`src/rtl/mem_stage.sv`:
```
// Memory stage: EX/MEM register, single-port data-memory handshake with a
// bounded wait, and the MEM/WB register that feeds writeback and the m2x taps.
//
// state | meaning
// IDLE  | no access in flight; a new request may complete with zero wait
// WAIT  | request outstanding, counting cycles until mem_done or TIMEOUT
module mem_stage #(
  parameter int TIMEOUT = 15,
  parameter int CNT_W   = 4
) (
  input  logic        clk,
  input  logic        rst,
  input  logic        ex_valid,
  input  logic [15:0] ex_aluFinal,
  input  logic [15:0] ex_wrtData,
  input  logic [15:0] ex_addPC,
  input  logic [15:0] ex_imm8,
  input  logic        ex_memRead,
  input  logic        ex_memWrite,
  input  logic [1:0]  ex_wbDataSel,
  input  logic        ex_regWrite,
  input  logic [2:0]  ex_writeReg,
  input  logic        ex_halt,
  output logic        mem_req,
  output logic        mem_wr,
  output logic [15:0] mem_addr,
  output logic [15:0] mem_wdata,
  input  logic [15:0] mem_rdata,
  input  logic        mem_done,
  output logic        stall,
  output logic        wb_valid,
  output logic [15:0] wb_aluData,
  output logic [15:0] wb_memData,
  output logic [15:0] wb_addPC,
  output logic [15:0] wb_imm8,
  output logic [1:0]  wb_wbDataSel,
  output logic        wb_regWrite,
  output logic [2:0]  wb_writeReg,
  output logic        wb_halt,
  output logic        wb_err
);

  typedef enum logic {IDLE = 1'b0, WAIT = 1'b1} state_t;

  state_t           state, state_nxt;
  logic [CNT_W-1:0] cnt, cnt_nxt;

  logic        m_valid;
  logic [15:0] m_aluFinal;
  logic [15:0] m_wrtData;
  logic [15:0] m_addPC;
  logic [15:0] m_imm8;
  logic        m_memRead;
  logic        m_memWrite;
  logic [1:0]  m_wbDataSel;
  logic        m_regWrite;
  logic [2:0]  m_writeReg;
  logic        m_halt;

  logic memop, mis, at_limit, timeout, rd_done, err_now;

  // A misaligned access never reaches memory; the fields are held by the
  // EX/MEM register, so the drive stays stable for the whole access.
  assign memop     = m_valid & (m_memRead | m_memWrite);
  assign mis       = memop & m_aluFinal[0];
  assign mem_req   = memop & ~mis;
  assign mem_wr    = m_memWrite;
  assign mem_addr  = m_aluFinal;
  assign mem_wdata = m_wrtData;

  // The timeout cycle releases the stall so the aborted op retires as an error.
  assign at_limit = (state == WAIT) && (cnt == CNT_W'(TIMEOUT));
  assign stall    = mem_req & ~mem_done & ~at_limit;
  assign timeout  = mem_req & ~mem_done & at_limit;
  assign rd_done  = mem_req & mem_done & ~m_memWrite;
  assign err_now  = mis | timeout;

  // EX/MEM register: frozen while an access is outstanding.
  always_ff @(posedge clk or posedge rst) begin
    if (rst) begin
      m_valid     <= 1'b0;
      m_aluFinal  <= '0;
      m_wrtData   <= '0;
      m_addPC     <= '0;
      m_imm8      <= '0;
      m_memRead   <= 1'b0;
      m_memWrite  <= 1'b0;
      m_wbDataSel <= '0;
      m_regWrite  <= 1'b0;
      m_writeReg  <= '0;
      m_halt      <= 1'b0;
    end else if (!stall) begin
      m_valid     <= ex_valid;
      m_aluFinal  <= ex_aluFinal;
      m_wrtData   <= ex_wrtData;
      m_addPC     <= ex_addPC;
      m_imm8      <= ex_imm8;
      m_memRead   <= ex_memRead;
      m_memWrite  <= ex_memWrite;
      m_wbDataSel <= ex_wbDataSel;
      m_regWrite  <= ex_regWrite;
      m_writeReg  <= ex_writeReg;
      m_halt      <= ex_halt;
    end
  end

  // Handshake FSM state and wait counter registers.
  always_ff @(posedge clk or posedge rst) begin
    if (rst) begin
      state <= IDLE;
      cnt   <= '0;
    end else begin
      state <= state_nxt;
      cnt   <= cnt_nxt;
    end
  end

  // Next-state logic: count wait cycles until completion or timeout.
  always_comb begin
    state_nxt = state;
    cnt_nxt   = cnt;
    case (state)
      IDLE: begin
        if (mem_req && !mem_done) begin
          state_nxt = WAIT;
          cnt_nxt   = CNT_W'(1);
        end
      end
      WAIT: begin
        if (!mem_req || mem_done || at_limit) begin
          state_nxt = IDLE;
          cnt_nxt   = '0;
        end else begin
          cnt_nxt = cnt + 1'b1;
        end
      end
      default: begin
        state_nxt = IDLE;
        cnt_nxt   = '0;
      end
    endcase
  end

  // MEM/WB register: bubble while stalled, otherwise retire the EX/MEM op.
  always_ff @(posedge clk or posedge rst) begin
    if (rst) begin
      wb_valid     <= 1'b0;
      wb_aluData   <= '0;
      wb_memData   <= '0;
      wb_addPC     <= '0;
      wb_imm8      <= '0;
      wb_wbDataSel <= '0;
      wb_regWrite  <= 1'b0;
      wb_writeReg  <= '0;
      wb_halt      <= 1'b0;
      wb_err       <= 1'b0;
    end else if (stall) begin
      wb_valid <= 1'b0;
    end else begin
      wb_valid     <= m_valid;
      wb_aluData   <= m_aluFinal;
      wb_memData   <= rd_done ? mem_rdata : 16'h0000;
      wb_addPC     <= m_addPC;
      wb_imm8      <= m_imm8;
      wb_wbDataSel <= m_wbDataSel;
      wb_regWrite  <= m_regWrite & ~err_now;
      wb_writeReg  <= m_writeReg;
      wb_halt      <= m_halt;
      wb_err       <= err_now;
    end
  end

endmodule

```
`config.mk`:
```
export PLATFORM = sky130hd
export DESIGN_NAME = mem_stage
export DESIGN_NICKNAME = d
export VERILOG_FILES = /design/src/rtl/mem_stage.sv
export SDC_FILE = /design/constraint.sdc
export NUM_CORES = 1
export LEC_CHECK = 0
export ABC_AREA = 1
export CAP_MARGIN = 20
export CORE_AREA = 2 2 133 135
export CTS_BUF_LIST = sky130_fd_sc_hd__clkbuf_16
export CTS_CLUSTER_SIZE = 20
export DETAILED_ROUTE_END_ITERATION = 6
export DIE_AREA = 0 0 135 137
export GPL_TIMING_DRIVEN = 0
export SYNTH_ARGS = -nofsm -noshare
export SYNTH_HDL_FRONTEND = slang
export SYNTH_SLANG_ARGS = --single-unit
```
`constraint.sdc`:
```
create_clock -name clk -period 11.1 [get_ports clk]
set_input_delay 1.665 -clock clk [delete_from_list [all_inputs] [get_ports clk]]
set_output_delay 1.665 -clock clk [all_outputs]
set_load 0.02 [all_outputs]
```
==> results.txt, run 1 <==
After routing the design area is 8740 um2. The die outline height is 137 um. The run gives 4.36 nW as the leakage dissipation.

The tools report the final setup violation count as 0. In this run, synthesis produced a sequential element count of 152. The logs give 1,116 for the final non-filler cell total and 10.5 mm for the half-perimeter wire length after detailed placement. The fraction of the mapped netlist area in compound gates came out at 0.0167.

The placed cell area is 8180 um2, and the global-route wire length before repair is 24.4 mm. The adder and majority gate portion of the synthesized area was 0.00213. The final weighted congestion of routability-driven global placement was 0.738.

TritonCTS built the clock tree. The die footprint is 18,500 um2, and the via-per-instance ratio is 4.32. The logs give 0 for the final hold violation count and 4,698 for the number of global-route vias before repair. The longest clock path from root to sink contains 2 buffers. The min-delay analysis places its worst path in the category register to register. The filler cells instantiated in the layout total 1,622.

For this run, the detailed router's first-pass iteration total came to 5. Measured along the x axis, the die boundary spans 135 um. The power density of the placed cells was 165 nW/um2.

The number of antenna violations at the first check in global routing was 0; the share of the synthesized area in the top cell type was 0.649. In the final design database the tool counted 973 nets. The tools report the number of gates resized after cts as 0. The number of setup buffers added after CTS is 0.

Data on the critical path is required at its endpoint by 9.44 ns. Counting distinct cell types in the post-synthesis netlist gives 21. For the finished layout, the period the worst path requires is 5.30 ns.

For the final number of max-transition violations, the log shows 0. The effective utilization at floorplan was 0.344. In the post-synthesis netlist, the biggest area contributors are sky130_fd_sc_hd__dfrtp_1, sky130_fd_sc_hd__nand2_1, sky130_fd_sc_hd__inv_1, sky130_fd_sc_hd__o21ai_0, sky130_fd_sc_hd__buf_2. Clock tree synthesis found a total of 152 sinks. The average cell area after synthesis came out at 8.89 um2. Relative to the synthesized area, the layout overhead comes to 49.1%. In this run the count of I/O pins placed on the die edge is 201.

The transition time at the pin with the least slew margin works out to 0.601 ns. The basic-gate share of the synthesized area counting and, or, nand and nor cells works out to 0.280. VDD sags by at most 0.111 mV. CTS built an H-tree with a depth of 4. STA classifies the critical path startpoint as an input pin. During placement, the flow inserted port buffers numbering 200. Wires add up to 15.3 mm. The signal arrival time at the worst endpoint is 3.63 ns, and the post-synthesis instance area is 5860 um2. The routed length per placed instance is 13.7 um, and the highest net fanout along the worst path is 10. The library cell occupying the most area in the post-synthesis netlist is sky130_fd_sc_hd__dfrtp_1. Clock-pin slew was measured on the worst setup and hold paths at 0.06 ns.

Portion of netlist area occupied by mux cells: 0. In this run the core area contains 48 standard-cell rows. Worst setup skew after layout: 0.00867 ns.

By area, the combinational part of the netlist is dominated by simple AND/OR/NAND/NOR gates. Setup slack on the critical path of the routed design comes to 5.80 ns. The detailed router finished its first iteration with 194 violations.

The endpoint kind of the worst setup timing path is an output pin. The setup path with the least slack is of type input pin to output pin. The number of instances in the synthesized netlist is 659.

Summed over all failing endpoints, the final setup total negative slack is 0 ns. For the relative slew slack, the log shows 0.600. The tree is rooted in a sky130_fd_sc_hd__clkbuf_16. Based on the critical path, the design can be clocked at up to 0.189 GHz. In the routed design, unresolved DRC markers number 0.

For this block, the via count after detailed routing is 4,826. The tools report the total area of sequential cells as 3800 um2. Once placement completed, the tool counted placed cells totaling 1,085. The total nets after synthesis is 753. Setup repair after global routing left no endpoint under its margin. The run finished with clean final reports.

The clock latency at the later pin of the worst-skew pair is 0.42 ns, and the final clock period utilization by the worst path is 0.477. The number of maximum-capacitance violations came out at 0. Buffers inserted during clock tree synthesis total 17. The cts-stage hold buffer count was 0; the total of warnings raised by yosys was 0.

For the overall track demand over capacity in global routing, the log shows 0.172. The share of the yosys chip area belonging to registers was 0.649. The largest net degree at the start of global routing is 113, and the pre-CTS setup slack is 5.79 ns. For the core region area, the log shows 17,100 um2.

After global routing the overflow that remains totals 0. The xor-xnor portion of the synthesized cell area was 0.00149; the count of inserted antenna diode cells was 0. The count of antenna-violating nets left after detailed routing came out at 0.

The ratio of cells with drive above 1 in the final layout was 0.0707; the area of the multi-input gates was 1760 um2.
## cell usage in the layout (no fill, tap or decap), drive strengths merged
master,Yosys,layout
nand3,7,7
buf,28,29
nor3,1,1
o211ai,1,1
clkdlybuf4s50,0,200
clkinv,1,7
ha,1,1
nor2,9,9
o21ai,17,17
nand4,1,1
xor2,1,1
clkinvlp,0,4
a21oi,1,1
bufinv,0,2
clkbuf,2,19
or2,1,1
nand2,407,407
dfrtp,152,152
inv,29,31
## layer usage
| layer | GRT usage | vias up | wire (um) |
|---|---|---|---|
| li1 | - | 2428 | - |
| met1 | 0.230 | 2230 | 7030 |
| met2 | 0.268 | 151 | 7050 |
| met3 | 0.0519 | 17 | 965 |
| met4 | 0.0567 | 0 | 201 |
| met5 | 0 | - | 0 |
## final timing paths
kind | startpoint | slack, ns | cells past startpoint | to
setup / recovery | mem_done | 5.80 | 6 | stall
hold / removal | m_writeReg[1]$_DFFE_PP0N_ | 0.46 | 2 | wb_writeReg[1]$_DFFE_PP0N_
setup reg to reg | cnt[0]$_DFFE_PP0P_ | 9.27 | 9 | wb_addPC[13]$_DFFE_PP0N_
hold reg to reg | m_writeReg[1]$_DFFE_PP0N_ | 0.46 | 2 | wb_writeReg[1]$_DFFE_PP0N_
max in group asynchronous | rst | 8.62 | 3 | m_imm8[11]$_DFFE_PP0N_
min in group asynchronous | rst | 1.61 | 2 | wb_memData[7]$_DFFE_PP0N_
## critical path, stage by stage
cell and delay, ns:
sky130_fd_sc_hd__clkdlybuf4s50_1 0.43, sky130_fd_sc_hd__inv_1 0.11, sky130_fd_sc_hd__nand4_4 0.16, sky130_fd_sc_hd__nor2_4 0.28, sky130_fd_sc_hd__buf_2 0.33, sky130_fd_sc_hd__clkdlybuf4s50_1 0.65
## stage by stage
stage                     utilization  hold WS [ns]  power [mW]
after floorplan                     -         0.442       0.761
after global placement          0.477         0.448       0.899
after detailed placement        0.480         0.450       0.902
after CTS                       0.512         0.464        1.46
after global routing            0.512         0.481        1.51
final                           0.512         0.463        1.44
## layout make-up
class                   count  share of cell area
plain buffers              30              0.0210
repair buffers            201               0.232
clock inverters            14              0.0155
inverters                  30              0.0137
multi-input cells         447               0.201
clock buffers              17              0.0487
well taps                 225              0.0322
flip-flops and latches    152               0.435
## cell families (layout without fill, tap and decap cells)
group,Yosys count,in the layout
buffers and inverters,60,292
and+or+nand+nor,426,426
DFF,152,152
adders and majority gates,1,1
xor gates and xnor gates,1,1
AOI/OAI and AO/OA,19,19
## registers in the layout, indices dropped and copies added (netlist names), 2 cells and up
signal / count
m_wbDataSel: 2
wb_memData: 16
m_imm8: 16
m_writeReg: 3
wb_addPC: 16
wb_writeReg: 3
mem_wdata: 16
mem_addr: 16
wb_wbDataSel: 2
m_addPC: 16
cnt: 4
wb_aluData: 16
wb_imm8: 16
## where the power goes
part / switching (mW) / total (mW) / internal (mW)
clock: 0.228 / 0.555 / 0.327
sequential: 0.0306 / 0.637 / 0.606
combinational: 0.132 / 0.252 / 0.120
## synth_stat cells (all sizes together)
library cell / n
nor3: 1
o21ai: 17
nand3: 7
or2: 1
clkbuf: 2
inv: 29
ha: 1
nand4: 1
nand2: 407
nor2: 9
dfrtp: 152
xor2: 1
clkinv: 1
buf: 28
o211ai: 1
a21oi: 1
No activity file was read; power rests on OpenSTA's default activity.
==> run 2, diff against run 1 <==
Clock period 11.1 ns to 5.3 ns, I/O delays scaled along.
==> results of run 2 <==
The final DEF is identical to that of run 1. Status: completed.
Among the figures that moved: setup slack after placement 5.79 ns -> 1.73 ns; setup slack after layout 5.80 ns -> 1.74 ns; register-to-register setup slack 9.27 ns -> 3.47 ns; total power 1.44 mW -> 3.02 mW; worst IR drop on VDD 0.111 mV -> 0.233 mV
==> run 3, diff against run 2 <==
Settings changed: PLACE_DENSITY set to 0.66.
Clock period 5.3 ns to 3.2 ns, I/O delays scaled along.
==> results.txt, run 3 (synthesized netlist as in run 1, its figures left out) <==
The effective utilization at floorplan was 0.344 (unchanged). The power density of the placed cells was 574 nW/um2 (was 346 nW/um2). Critical path's top delay family: buffers and inverters (unchanged). The tools report the final weighted congestion of routability-driven global placement as 0.791 (was 0.738).

Type of origin of the critical path: a register (was an input pin). The type of the worst min-delay path is input pin to async pin (was register to register). Worst setup path category: register to output pin (was input pin to output pin).

For the buffer levels on the longest clock path, the log shows 2 (unchanged). Slowest cell on the critical path: sky130_fd_sc_hd__clkdlybuf4s50_1 (unchanged). The largest vdd supply drop is 0.348 mV (was 0.233 mV), and the half-perimeter wire length after detailed placement is 11.0 mm (was 10.5 mm). The shortest period the worst path allows was 2.92 ns; the total power draw was 5.05 mW (was 3.02 mW). TritonCTS built the clock tree. The final non-filler cell total is 1,120 (was 1,116), and the total clock sinks is 152 (unchanged).

Count of buffers inserted at the top-level ports: 200 (unchanged). The logs give 17 (unchanged) for the total CTS buffers and 0.00914 ns (was 0.00867 ns) for the worst setup skew after layout. The area added between synthesis and finish was 50.3% (was 49.1%).

The root buffer cell is sky130_fd_sc_hd__clkbuf_16 (unchanged). Initial detailed-routing violation count: 155 (was 194). The number of antenna violations at the first check in global routing came out at 0 (unchanged).

The number of buffer and inverter stages on the critical path was 2 (was 4); the DRC violation count after routing was 0 (unchanged). The tools report the maximum operating frequency as 0.342 GHz. The tools report the overall track demand over capacity in global routing as 0.172 (about the same). The final clock period utilization by the worst path was 0.914; the die footprint was 18,500 um2 (unchanged). The logs give 201 (unchanged) for the I/O pin total and 0.362 ns (was 0.463 ns) for the minimum hold slack. The logs give 4,779 (was 4,698) for the number of global-route vias before repair and 1,088 (was 1,085) for the number of placed cells counting well taps. The tools report the largest net degree at the start of global routing as 41 (was 113).

For the leakage dissipation, the log shows 4.38 nW (was 4.36 nW). The detailed-routing iteration count for the pre-antenna-repair pass is 5 (unchanged), and the via-per-instance ratio is 4.33 (was 4.32). The maximum level of the CTS H-tree is 4 (unchanged). The count of inserted antenna diode cells came out at 0 (unchanged). The final setup violation count is 0 (unchanged). The global-route wire length before repair came out at 24.5 mm (was 24.4 mm). The logs give 0 (unchanged) for the total congestion overflow and 2.44 ns (was 2.76 ns) for the signal arrival time at the worst endpoint.

The run gives 0 ns (unchanged) as the aggregate negative setup slack. Setup repair after global routing left no endpoint under its margin. Crit path cell chain: ha_1 -> nand2_1 -> nor3_2 -> nor2_4 -> buf_2 -> clkdlybuf4s50_1 (was clkdlybuf4s50_1 -> inv_1 -> nand4_4 -> nor2_4 -> buf_2 -> clkdlybuf4s50_1). The number of vias in the routed layout came out at 4,854 (was 4,826). The cts-stage hold buffer count is 0 (unchanged).

The highest net fanout along the worst path is 10 (unchanged), and the routed wire length is 15.4 mm (was 15.3 mm). The endpoint kind of the worst setup timing path was an output pin (unchanged). The routed length per placed instance came out at 13.8 um (was 13.7 um). The highest cell delay on the worst timing path is 0.66 ns (was 0.65 ns), and the ratio of cells with drive above 1 in the final layout is 0.0760 (was 0.0707).

The tools report the final number of max-transition violations as 0 (unchanged). Commonest cells after routing, fill and taps aside: sky130_fd_sc_hd__nand2_1, sky130_fd_sc_hd__clkdlybuf4s50_1, sky130_fd_sc_hd__dfrtp_1 (unchanged). Relative slew slack: 0.692 (was 0.600). The clock-pin slew on the worst setup and hold paths was 0.06 ns (about the same). The tools report the total number of nets in the final design as 976 (was 973).

The logs give 0.42 ns (about the same) for the clock latency at the later pin of the worst-skew pair and 0 (unchanged) for the count of antenna-violating nets left after detailed routing. The transition time at the pin with the least slew margin was 0.463 ns (was 0.601 ns); the count of standard-cell rows was 48 (unchanged). The die outline height is 137 um (unchanged).

The flow ran to the end, and the final reports show no timing, DRC or antenna violations. The number of gates resized after cts is 0 (unchanged). The data required time of the critical path was 2.72 ns (was 4.51 ns). The commonest non-fill, non-tap cell in the layout was sky130_fd_sc_hd__nand2_1 (unchanged). The count of buffers added by post-CTS timing repair for setup came out at 0 (unchanged).

The x dimension of the die came out at 135 um (unchanged). The final hold violation count is 0 (unchanged), and the final-layout fill cell count is 1,593 (was 1,622). The run gives 1.39 ns (was 3.47 ns) as the worst setup slack for register-to-register paths.

The run gives 0 (unchanged) as the number of maximum-capacitance violations. Core region area: 17,100 um2 (unchanged).
run 3: stage by stage:
stage               setup WS [ns]   util  area, um2
floorplan                   0.803      -       5860
global placement           -0.611  0.478       8150
detailed placement          0.237  0.482       8230
CTS                         0.200  0.516       8810
global route                0.119  0.516       8810
finish                      0.275  0.516       8810
run 3: area by class of cell:
type	instances	area (um2)	area share
plain buffers	30	184	0.0209
clock buffers	17	425	0.0483
clock inverters	15	154	0.0175
inverters	30	116	0.0132
multi-input cells	447	1760	0.200
flip-flops and latches	152	3800	0.432
well taps	225	282	0.0320
repair buffers	204	2080	0.236
run 3: worst paths after layout:
path                                              endpoint                   start  cells after the start
worst max register to register    wb_addPC[13]$_DFFE_PP0N_      cnt[0]$_DFFE_PP0P_                      9
worst max-delay path                                 stall      cnt[0]$_DFFE_PP0P_                      6
worst min-delay path                m_imm8[14]$_DFFE_PP0N_                     rst                      2
min in group clk                   wb_imm8[13]$_DFFE_PP0N_  m_imm8[13]$_DFFE_PP0N_                      2
worst min register to register     wb_imm8[13]$_DFFE_PP0N_  m_imm8[13]$_DFFE_PP0N_                      2
max in group asynchronous       wb_memData[14]$_DFFE_PP0N_                     rst                      4
run 3: routing by layer:
metal / track usage / part of all wire / routed length, um / vias to the layer above
met4: 0.0463 / 0.014 / 218 / 0
met3: 0.0556 / 0.063 / 965 / 17
li1: - / - / - / 2429
met1: 0.228 / 0.46 / 7150 / 2270
met2: 0.274 / 0.46 / 7100 / 138
met5: 0 / 0 / 0 / -
run 3: power breakdown:
group / internal [mW] / leakage [nW] / switching (mW) / total, mW
Clock: 1.15 / 0.277 / 0.806 / 1.96
Combinational: 0.422 / 2.27 / 0.466 / 0.887
Sequential: 2.10 / 1.84 / 0.106 / 2.21
Total: 3.67 / 4.38 / 1.38 / 5.05
